<file path="src/rtl/cl_frame_fmt_if.sv">
// Pixel-buffer beat handshake feeding the Camera Link frame formatter.
// The source (pixel buffer) is master; the formatter is slave.
interface cl_frame_fmt_if;
    logic [63:0] in_data;
    logic        in_sof;
    logic        in_valid;
    logic        in_ready;

    modport master (output in_data, output in_sof, output in_valid, input in_ready);
    modport slave  (input in_data, input in_sof, input in_valid, output in_ready);
endinterface

</file>
<file path="src/rtl/cl_frame_fmt.sv">
// Camera Link frame formatter: pulls 8-tap pixel beats and emits registered fval/lval/dval
// and tap data with programmable line/frame geometry and blanking, in the clk_txg domain.
module cl_frame_fmt #(
    parameter int W_CNT    = 16,
    parameter int FV_LEAD  = 4,
    parameter int FV_TRAIL = 4
) (
    input  logic             clk_txg,
    input  logic             rst_tx_n,
    input  logic             enable,
    input  logic [W_CNT-1:0] line_beats,
    input  logic [W_CNT-1:0] frame_lines,
    input  logic [W_CNT-1:0] hblank,
    input  logic [W_CNT-1:0] vblank,
    cl_frame_fmt_if.slave    pix,
    output logic             fval,
    output logic             lval,
    output logic             dval,
    output logic [7:0]       chan_0,
    output logic [7:0]       chan_1,
    output logic [7:0]       chan_2,
    output logic [7:0]       chan_3,
    output logic [7:0]       chan_4,
    output logic [7:0]       chan_5,
    output logic [7:0]       chan_6,
    output logic [7:0]       chan_7,
    output logic             frame_done,
    output logic             sync_err
);

    typedef enum logic [2:0] {
        IDLE   = 3'd0,
        LEAD   = 3'd1,
        ACTIVE = 3'd2,
        HBLANK = 3'd3,
        TRAIL  = 3'd4,
        GAP    = 3'd5
    } state_t;

    localparam logic [W_CNT-1:0] ONE        = W_CNT'(1);
    localparam logic [W_CNT-1:0] LEAD_LAST  = W_CNT'(FV_LEAD - 1);
    localparam logic [W_CNT-1:0] TRAIL_LAST = W_CNT'(FV_TRAIL - 1);

    state_t           state, state_nxt;
    logic [W_CNT-1:0] phase_cnt, beat_cnt, line_cnt;
    logic [W_CNT-1:0] lb_r, fl_r, hb_r, vb_r;
    logic             start, accept, beat_last, line_last, first_beat, hb_done;
    logic             fval_p0, lval_p0, dval_p0, err_set, err_clr;
    logic [63:0]      data_p0;

    assign start      = (state == IDLE) && enable && pix.in_valid && pix.in_sof &&
                        (line_beats != '0) && (frame_lines != '0);
    assign accept     = pix.in_valid && pix.in_ready;
    assign beat_last  = (beat_cnt == lb_r - ONE);
    assign line_last  = (line_cnt == fl_r - ONE);
    assign first_beat = (beat_cnt == '0) && (line_cnt == '0);
    // A zero hblank still costs one lval-low cycle between lines.
    assign hb_done    = (hb_r == '0) || (phase_cnt == hb_r - ONE);

    always_ff @(posedge clk_txg or negedge rst_tx_n) begin
        if (!rst_tx_n) begin
            state     <= IDLE;
            phase_cnt <= '0;
            beat_cnt  <= '0;
            line_cnt  <= '0;
            lb_r      <= '0;
            fl_r      <= '0;
            hb_r      <= '0;
            vb_r      <= '0;
        end else begin
            state <= state_nxt;
            if (state_nxt != state)
                phase_cnt <= '0;
            else if (state != ACTIVE && state != IDLE)
                phase_cnt <= phase_cnt + ONE;

            if (start) begin
                lb_r     <= line_beats;
                fl_r     <= frame_lines;
                hb_r     <= hblank;
                vb_r     <= vblank;
                beat_cnt <= '0;
                line_cnt <= '0;
            end else if (state == ACTIVE && accept) begin
                if (beat_last) begin
                    beat_cnt <= '0;
                    if (!line_last)
                        line_cnt <= line_cnt + ONE;
                end else begin
                    beat_cnt <= beat_cnt + ONE;
                end
            end
        end
    end

    always_comb begin
        state_nxt = state;
        case (state)
            IDLE:    if (start) state_nxt = LEAD;
            LEAD:    if (phase_cnt == LEAD_LAST) state_nxt = ACTIVE;
            ACTIVE:  if (accept && beat_last) state_nxt = line_last ? TRAIL : HBLANK;
            HBLANK:  if (hb_done) state_nxt = ACTIVE;
            TRAIL:   if (phase_cnt == TRAIL_LAST) state_nxt = (vb_r == '0) ? IDLE : GAP;
            GAP:     if (phase_cnt == vb_r - ONE) state_nxt = IDLE;
            default: state_nxt = IDLE;
        endcase
    end

    always_comb begin
        pix.in_ready = (state == ACTIVE) || ((state == IDLE) && pix.in_valid && !pix.in_sof);
        fval_p0      = (state == LEAD) || (state == ACTIVE) || (state == HBLANK) || (state == TRAIL);
        lval_p0      = (state == ACTIVE);
        dval_p0      = (state == ACTIVE) && accept;
        data_p0      = dval_p0 ? pix.in_data : 64'h0;
        // Stray beats in IDLE and a repeated sof inside a frame are both framing errors.
        err_set      = ((state == IDLE) && pix.in_valid && !pix.in_sof) ||
                       ((state == ACTIVE) && accept && pix.in_sof && !first_beat);
        err_clr      = (state == IDLE) && !enable;
    end

    // Output register stage: everything the serializer sees is one cycle behind the state.
    always_ff @(posedge clk_txg or negedge rst_tx_n) begin
        if (!rst_tx_n) begin
            fval       <= 1'b0;
            lval       <= 1'b0;
            dval       <= 1'b0;
            chan_0     <= 8'h0;
            chan_1     <= 8'h0;
            chan_2     <= 8'h0;
            chan_3     <= 8'h0;
            chan_4     <= 8'h0;
            chan_5     <= 8'h0;
            chan_6     <= 8'h0;
            chan_7     <= 8'h0;
            frame_done <= 1'b0;
            sync_err   <= 1'b0;
        end else begin
            fval       <= fval_p0;
            lval       <= lval_p0;
            dval       <= dval_p0;
            chan_0     <= data_p0[7:0];
            chan_1     <= data_p0[15:8];
            chan_2     <= data_p0[23:16];
            chan_3     <= data_p0[31:24];
            chan_4     <= data_p0[39:32];
            chan_5     <= data_p0[47:40];
            chan_6     <= data_p0[55:48];
            chan_7     <= data_p0[63:56];
            frame_done <= fval && !fval_p0;
            if (err_set)
                sync_err <= 1'b1;
            else if (err_clr)
                sync_err <= 1'b0;
        end
    end

endmodule

</file>
<file path="src/flat_wrapper.sv">
// flat-port wrapper written by rule: the top's interface ports become plain ports
module cl_frame_fmt_flat 
#(
    parameter int W_CNT    = 16,
    parameter int FV_LEAD  = 4,
    parameter int FV_TRAIL = 4
)
  (clk_txg, rst_tx_n, enable, line_beats, frame_lines, hblank, vblank, fval, lval, dval, chan_0, chan_1, chan_2, chan_3, chan_4, chan_5, chan_6, chan_7, frame_done, sync_err, pix_in_data, pix_in_sof, pix_in_valid, pix_in_ready);
  cl_frame_fmt_if pix_i ();
  input  logic clk_txg;
  input  logic rst_tx_n;
  input  logic enable;
  input  logic [W_CNT-1:0] line_beats;
  input  logic [W_CNT-1:0] frame_lines;
  input  logic [W_CNT-1:0] hblank;
  input  logic [W_CNT-1:0] vblank;
  output logic fval;
  output logic lval;
  output logic dval;
  output logic [7:0] chan_0;
  output logic [7:0] chan_1;
  output logic [7:0] chan_2;
  output logic [7:0] chan_3;
  output logic [7:0] chan_4;
  output logic [7:0] chan_5;
  output logic [7:0] chan_6;
  output logic [7:0] chan_7;
  output logic frame_done;
  output logic sync_err;
  input wire logic [$bits(pix_i.in_data)-1:0] pix_in_data;
  input wire logic [$bits(pix_i.in_sof)-1:0] pix_in_sof;
  input wire logic [$bits(pix_i.in_valid)-1:0] pix_in_valid;
  output wire logic [$bits(pix_i.in_ready)-1:0] pix_in_ready;
  assign pix_i.in_data = pix_in_data;
  assign pix_i.in_sof = pix_in_sof;
  assign pix_i.in_valid = pix_in_valid;
  assign pix_in_ready = pix_i.in_ready;
  cl_frame_fmt #(.W_CNT(W_CNT), .FV_LEAD(FV_LEAD), .FV_TRAIL(FV_TRAIL)) u_core (.clk_txg(clk_txg), .rst_tx_n(rst_tx_n), .enable(enable), .line_beats(line_beats), .frame_lines(frame_lines), .hblank(hblank), .vblank(vblank), .pix(pix_i), .fval(fval), .lval(lval), .dval(dval), .chan_0(chan_0), .chan_1(chan_1), .chan_2(chan_2), .chan_3(chan_3), .chan_4(chan_4), .chan_5(chan_5), .chan_6(chan_6), .chan_7(chan_7), .frame_done(frame_done), .sync_err(sync_err));
endmodule
</file>
<file path="config.mk">
export PLATFORM = sky130hd
export DESIGN_NAME = cl_frame_fmt_flat
export DESIGN_NICKNAME = d
export VERILOG_FILES = /design/src/rtl/cl_frame_fmt_if.sv /design/src/rtl/cl_frame_fmt.sv /design/src/flat_wrapper.sv
export SDC_FILE = /design/constraint.sdc
export NUM_CORES = 1
export LEC_CHECK = 0
export CORE_MARGIN = 2
export CORE_UTILIZATION = 47
export CTS_CLUSTER_SIZE = 14
export DETAILED_ROUTE_END_ITERATION = 16
export MAX_ROUTING_LAYER = met4
export PLACE_DENSITY = 0.77
export SYNTH_ARGS = -nofsm -noshare
export SYNTH_HDL_FRONTEND = slang
export SYNTH_SLANG_ARGS = --single-unit
</file>
<file path="constraint.sdc">
create_clock -name clk_txg -period 3.1 [get_ports clk_txg]
set_clock_uncertainty 0.15 [all_clocks]
set_input_delay 0.465 -clock clk_txg [delete_from_list [all_inputs] [get_ports clk_txg]]
set_output_delay 0.465 -clock clk_txg [all_outputs]
set_load 0.03 [all_outputs]
</file>
## After elaboration in Yosys (flattened, before gate mapping)

Cells that the tools add are included.

- Register bits: 184
- Bits of input ports: 133
- Output and inout port bits: 70
- Logic and storage cells: 101

- $add $sub $neg: 7
- Equality and inequality tests: 13
- Mux-type cells: 21
- Reductions and logical operators: 39

Operators by type and width:

| kind | count |
|---|---|
| 16-bit two-way mux | 9 |
| 16-bit equality test | 4 |
| 16-bit logical NOT | 4 |
| 64-bit two-way mux | 1 |
| 16-bit by 1-bit subtractor with 16-bit output, second input constant | 4 |
| 16-bit by 1-bit adder with 16-bit output, second input constant | 3 |
| 16-bit nonzero test | 2 |
| 3-bit two-way mux | 8 |
| 3-bit case mux with 6 select lines | 1 |
| 16-bit by 2-bit equality test with 1-bit output, second input constant | 1 |
| 1-bit logical AND | 16 |
| 2-bit nonzero test | 4 |
| 3-bit by 2-bit equality test with 1-bit output, second input constant | 2 |
| 3-bit equality test, second input constant | 2 |
| 1-bit logical OR | 6 |
| 1-bit logical NOT | 4 |
| 3-bit by 1-bit equality test with 1-bit output, second input constant | 1 |
| 3-bit logical NOT | 1 |
| 3-bit by 2-bit inequality test with 1-bit output, second input constant | 1 |
| 3-bit inequality test | 1 |
| 3-bit AND reduction | 1 |
| 3-bit nonzero test | 1 |
| 1-bit two-way mux | 2 |
| 2-bit by 1-bit inequality test with 1-bit output, second input constant | 1 |

## Longest topological paths before layout

- Depth in word-level cells: 10
- Mapped depth: 12
- Gate-level depth less buffers: 10

## Worst setup path after synthesis

No wires, ideal clock.

- Path type: register to register
- Start: reg u_core.hb_r[0]
- End: reg u_core.phase_cnt[10]
- Setup time: 0.125 ns
- Arrival: 2.861 ns
- Required time: 2.825 ns
- Setup slack: -0.036 ns
- Cell stages (with the launch flop): 12
- Buffers on the path: 1
- Clock period less this slack: 3.136 ns
- Cell sequence: dfrtp_1 -> inv_1 -> ha_1 -> or3b_2 -> or3_1 -> mux2_1 -> mux2i_1 -> o22ai_1 -> a21oi_2 -> o21a_4 -> buf_6 -> nor3_2

- Cells in the longest elaborated chain, start to end: 7
- Elaborated cells between the ends (all ways): 9
- Those cells by class: 1 x add/sub; 2 x eq/ne; 3 x mux; 3 x reduce/logical

RTL lines:

| element | line | RTL |
|---|---|---|
| from (decl) | cl_frame_fmt.sv:46 | `logic [W_CNT-1:0] lb_r, fl_r, hb_r, vb_r;` |
| from (signal assigned) | cl_frame_fmt.sv:80 | `hb_r <= hblank;` |
| 16-bit by 1-bit subtractor with 16-bit output | cl_frame_fmt.sv:58 | `assign hb_done = (hb_r == '0) \|\| (phase_cnt == hb_r - ONE);` |
| 16-bit equality test | cl_frame_fmt.sv:58 |  |
| 1-bit logical OR (*) | cl_frame_fmt.sv:58 |  |
| 3-bit two-way mux (*) | cl_frame_fmt.sv:102 | `HBLANK: if (hb_done) state_nxt = ACTIVE;` |
| 3-bit case mux with 6 select lines (*) | cl_frame_fmt.sv:98 | `case (state)` |
| 3-bit inequality test (*) | cl_frame_fmt.sv:72 | `if (state_nxt != state)` |
| 16-bit two-way mux / 2-bit nonzero test (equally long branches) | - |  |
| to (signal assigned) | cl_frame_fmt.sv:75 | `phase_cnt <= phase_cnt + ONE;` |
| to (decl) | cl_frame_fmt.sv:45 | `logic [W_CNT-1:0] phase_cnt, beat_cnt, line_cnt;` |

Mark *: on every way between the ends. The rest lies on a longest branch, timed or not.
A chain may end at the register's enable or synchronous reset.

## Worst setup path in the final report

- Start: reg u_core.fl_r[0]
- End: reg u_core.line_cnt[14]

- Cells in the longest elaborated chain, start to end: 4

RTL lines:

| element | line | RTL |
|---|---|---|
| from (decl) | cl_frame_fmt.sv:46 |  |
| from (signal assigned) | cl_frame_fmt.sv:79 | `fl_r <= frame_lines;` |
| 16-bit by 1-bit subtractor with 16-bit output | cl_frame_fmt.sv:55 | `assign line_last = (line_cnt == fl_r - ONE);` |
| 16-bit equality test | cl_frame_fmt.sv:55 |  |
| 2-bit by 1-bit inequality test with 1-bit output (no source line) | - |  |
| 3-bit AND reduction (no source line) | - |  |
| to (signal assigned) | cl_frame_fmt.sv:88 | `line_cnt <= line_cnt + ONE;` |
| to (decl) | cl_frame_fmt.sv:45 |  |

Every way passes these cells.

==> impl_summary.txt <==
----------------------------------------------------
[Status]
  Result of the run ... completed

[Placed design]
  Number of instances in the placed design ... 1588
  Post-detailed-placement half-perimeter wirelength ... 20200 um
  Place WS ... -0.117 ns
  Count of buffers from port buffering ... 202
  Placer congestion estimate ... 0.899
  Post-Place Cell Area ... 12900 um^2

[Timing]
  Final min period ... 3.08 ns
  Final hold vios ... 0
  Relative max-transition margin ... 60.1%
  Setup repair after global routing missed its margin ... yes
  Slew at the pin closest to its max-slew limit ... 0.598 ns
  Worst-case setup margin in the final layout ... 0.0186 ns
  Highest clock frequency the design can meet ... 0.325 GHz
  Aggregate negative setup slack ... 0 ns
  Hold WS ... 0.340 ns
  Number of max-slew violations in the final report ... 0
  Part of the cycle the worst path needs ... 99.4%
  Number of endpoints failing setup at the final stage ... 0

[Drt]
  First-iteration detailed-routing DRC count ... 447
  Detailed-route vias per instance ... 5.51
  Residual DRC ... 0
  Average wire per cell in the routed design ... 17.2 um
  Final WL ... 28200 um
  Total vias in the final route ... 9015
  Final antenna-violating net count ... 0
  First-pass iteration count of the detailed router ... 6

[Worst setup path]
  Delay of the slowest cell on the worst path ... 0.53 ns
  Setup slack, reg-to-reg ... 0.02 ns
  Required time at the endpoint of the critical path ... 3.26 ns
  Critical path endpoint category ... flop
  Maximum fanout count along the critical path ... 6
  Gate family responsible for the most delay along the worst path ... compound AO/OA/AOI/OAI gates
  Slowest CP cell ... or4b_4
  Critical-path cell list ... inv_2 > ha_4 > or4b_4 > and4b_1 > a41oi_2 > a2111oi_4 > buf_4 > a2111oi_4 > buf_4 > a21bo_1 > a21oi_2
  Sort of element at the start of the critical path ... flop
  Arrival time of the worst setup path ... 3.24 ns
  Setup Crit Path Kind ... reg2reg
  Bufs and invs on worst path ... 3

[Clock tree]
  TritonCTS clock tree ... done
  H-Tree Level Count ... 4
  TritonCTS Buffers ... 17
  Clock sinks ... 184
  Clock tree root buffer cell ... clkbuf_16
  Worst-skew pair later-pin latency ... 0.45 ns
  Clock slew at reported path FFs ... 0.08 ns
  Deepest clock path buffer count ... 2

[Final layout]
  Layout Cell Area excl Fill ... 13900 um^2
  Count of fill cells added during filler insertion ... 1687
  Layout-stage area growth over the synthesis result ... 36.3%
  Nets@finish ... 1489
  Area taken by flip-flops and latches ... 4610 um^2
  Core utilization of the finished layout ... 65.7%
  Fraction of final layout cells with drive strength greater than 1 ... 15.4%
  Post-layout instance count excluding filler cells ... 1635
  Area of the multi-input gates ... 5520 um^2

[Synth]
  Sequential cell area fraction in the yosys report ... 45.2%
  Post-Synthesis Cell Area ... 10200 um^2
  Top area cells in the synthesized netlist ... dfrtp_1 45%, nand2_1 7.8%, xnor2_1 5.2%, and2_1 4.2%, xor2_1 2.8%
  Post-synthesis sequential element count ... 184
  Synth async-reset ratio ... 100%
  Count of flip-flops with a built-in enable after synthesis ... 0
  Most used standard cells in the synthesized netlist ... 213 x nand2_1, 184 x dfrtp_1, 68 x and2_1
  YS warnings ... 0
  Most frequently used cell type in the post-synthesis netlist ... nand2_1
  Post-Syn Area per Cell ... 9.20 um^2
  Post-synthesis cell type with the largest combined area ... dfrtp_1
  Gate count of the mapped netlist ... 1108
  Area share of the leading cell type in the synthesized netlist ... 45.2%
  Predominant post-synthesis flop cell ... dfrtp_1
  Unique masters post-synth ... 79
  Mapped Nets ... 1251

[Global route]
  All-layer global routing usage ... 25.4%
  Global-route wire length before repair ... 44000 um
  Number of antenna violations at the first check in global routing ... 1
  Overflow left after global routing ... 0
  Vias in the first global route ... 8867
  Maximum number of pins on one net before global-route repair ... 67

[Power]
  Static leakage ... 6.13 nW
  Maximum ir drop on the vdd rail ... 371 uV
  Total power ... 11.4 mW
  Pwr per Cell Area ... 819 nW/um^2

[Floorplan]
  Width of the chip ... 151 um
  Starting density of the core ... 48.2%
  Vert. Die Dim ... 151 um
  I/O pins ... 203
  Area of the core ... 21200 um^2
  Number of core rows ... 53
  Die Outline Area ... 22900 um^2

[Hold path]
  Type of the most critical hold path ... reg2reg

[Run]
  Max cap viols ... 0

----------------------------------------------------
kinds of logic after synthesis:
family	share of synthesized area (%)
xor+xnor	7.99
simple gates	28.9
buf+inv	3.67
flops	45.2
mux	1.66
compound gates	11.4
fa+ha+maj	1.23
area by class of cell:
class	instances	area share, %
multi-input combinational	834	39.8
sequential	184	33.2
timing repair buffer	288	19.6
clock buffer	18	3.16
tap	275	2.48
clock inverter	14	1.24
inverter	21	0.567
antenna	1	0.0180
power by group:
group,total [mW],switching [mW],internal (mW)
Clock,2.24,1.12,1.12
Sequential,3.71,0.667,3.05
Combinational,5.43,2.95,2.49
worst register-to-register path, delay by kind of cell, from the launching register on:
kind	cells	cell delay, ns
buf+inv	3	0.46
fa+ha+maj	1	0.14
simple gates	2	0.79
compound gates	5	1.03
flops	1	0.39
layer usage:
| metal | global-route usage (%) | share of wire (%) |
|---|---|---|
| met1 | 29.3 | 39 |
| met2 | 42.4 | 50 |
| met3 | 8.46 | 8.8 |
| met4 | 7.52 | 1.9 |
| met5 | - | 0 |
what timing repair did:
| action | in CTS | in global routing |
|---|---|---|
| endpoints found under the setup margin | 10 | 33 |
| resized for setup | 5 | 54 |
| gates cloned | 0 | 2 |
| pin swaps | 1 | 23 |
| buffers inserted | 1 | 10 |
| endpoints found under the hold margin | 55 | 0 |
| hold buffers | 1 | 0 |
worst paths after layout:
| check | cells past startpoint | endpoint | startpoint |
|---|---|---|---|
| worst max-delay path | 11 | u_core.line_cnt[14]$_DFFE_PN0P_ | u_core.fl_r[0]$_DFFE_PN0P_ |
| min in group asynchronous | 2 | u_core.hb_r[12]$_DFFE_PN0P_ | rst_tx_n |
| worst min register to register | 1 | u_core.frame_done$_DFF_PN0_ | u_core.fval$_DFF_PN0_ |
| max in group asynchronous | 3 | u_core.fl_r[1]$_DFFE_PN0P_ | rst_tx_n |
| worst max register to register | 11 | u_core.line_cnt[14]$_DFFE_PN0P_ | u_core.fl_r[0]$_DFFE_PN0P_ |
| worst min-delay path | 1 | u_core.frame_done$_DFF_PN0_ | u_core.fval$_DFF_PN0_ |
cell usage in the layout, fill, tap and decap left out, types with 27 or more instances in the layout:
cell type,n
nand2_1,213
clkdlybuf4s50_1,201
dfrtp_1,183
buf_4,78
and2_1,68
xnor2_1,59
nor2_1,44
xor2_1,32
nor4_1,27
o21ai_0,27
flip-flops by register name (all words and copies together) (netlist names), 8 cells and up:
register	cells
u_core.beat_cnt	16
u_core.chan_0	8
u_core.chan_1	8
u_core.chan_2	8
u_core.chan_3	8
u_core.chan_4	8
u_core.chan_5	8
u_core.chan_6	8
u_core.chan_7	8
u_core.fl_r	16
u_core.hb_r	16
u_core.lb_r	16
u_core.line_cnt	16
u_core.phase_cnt	16
u_core.vb_r	16
(Power assumes the default switching activity.)
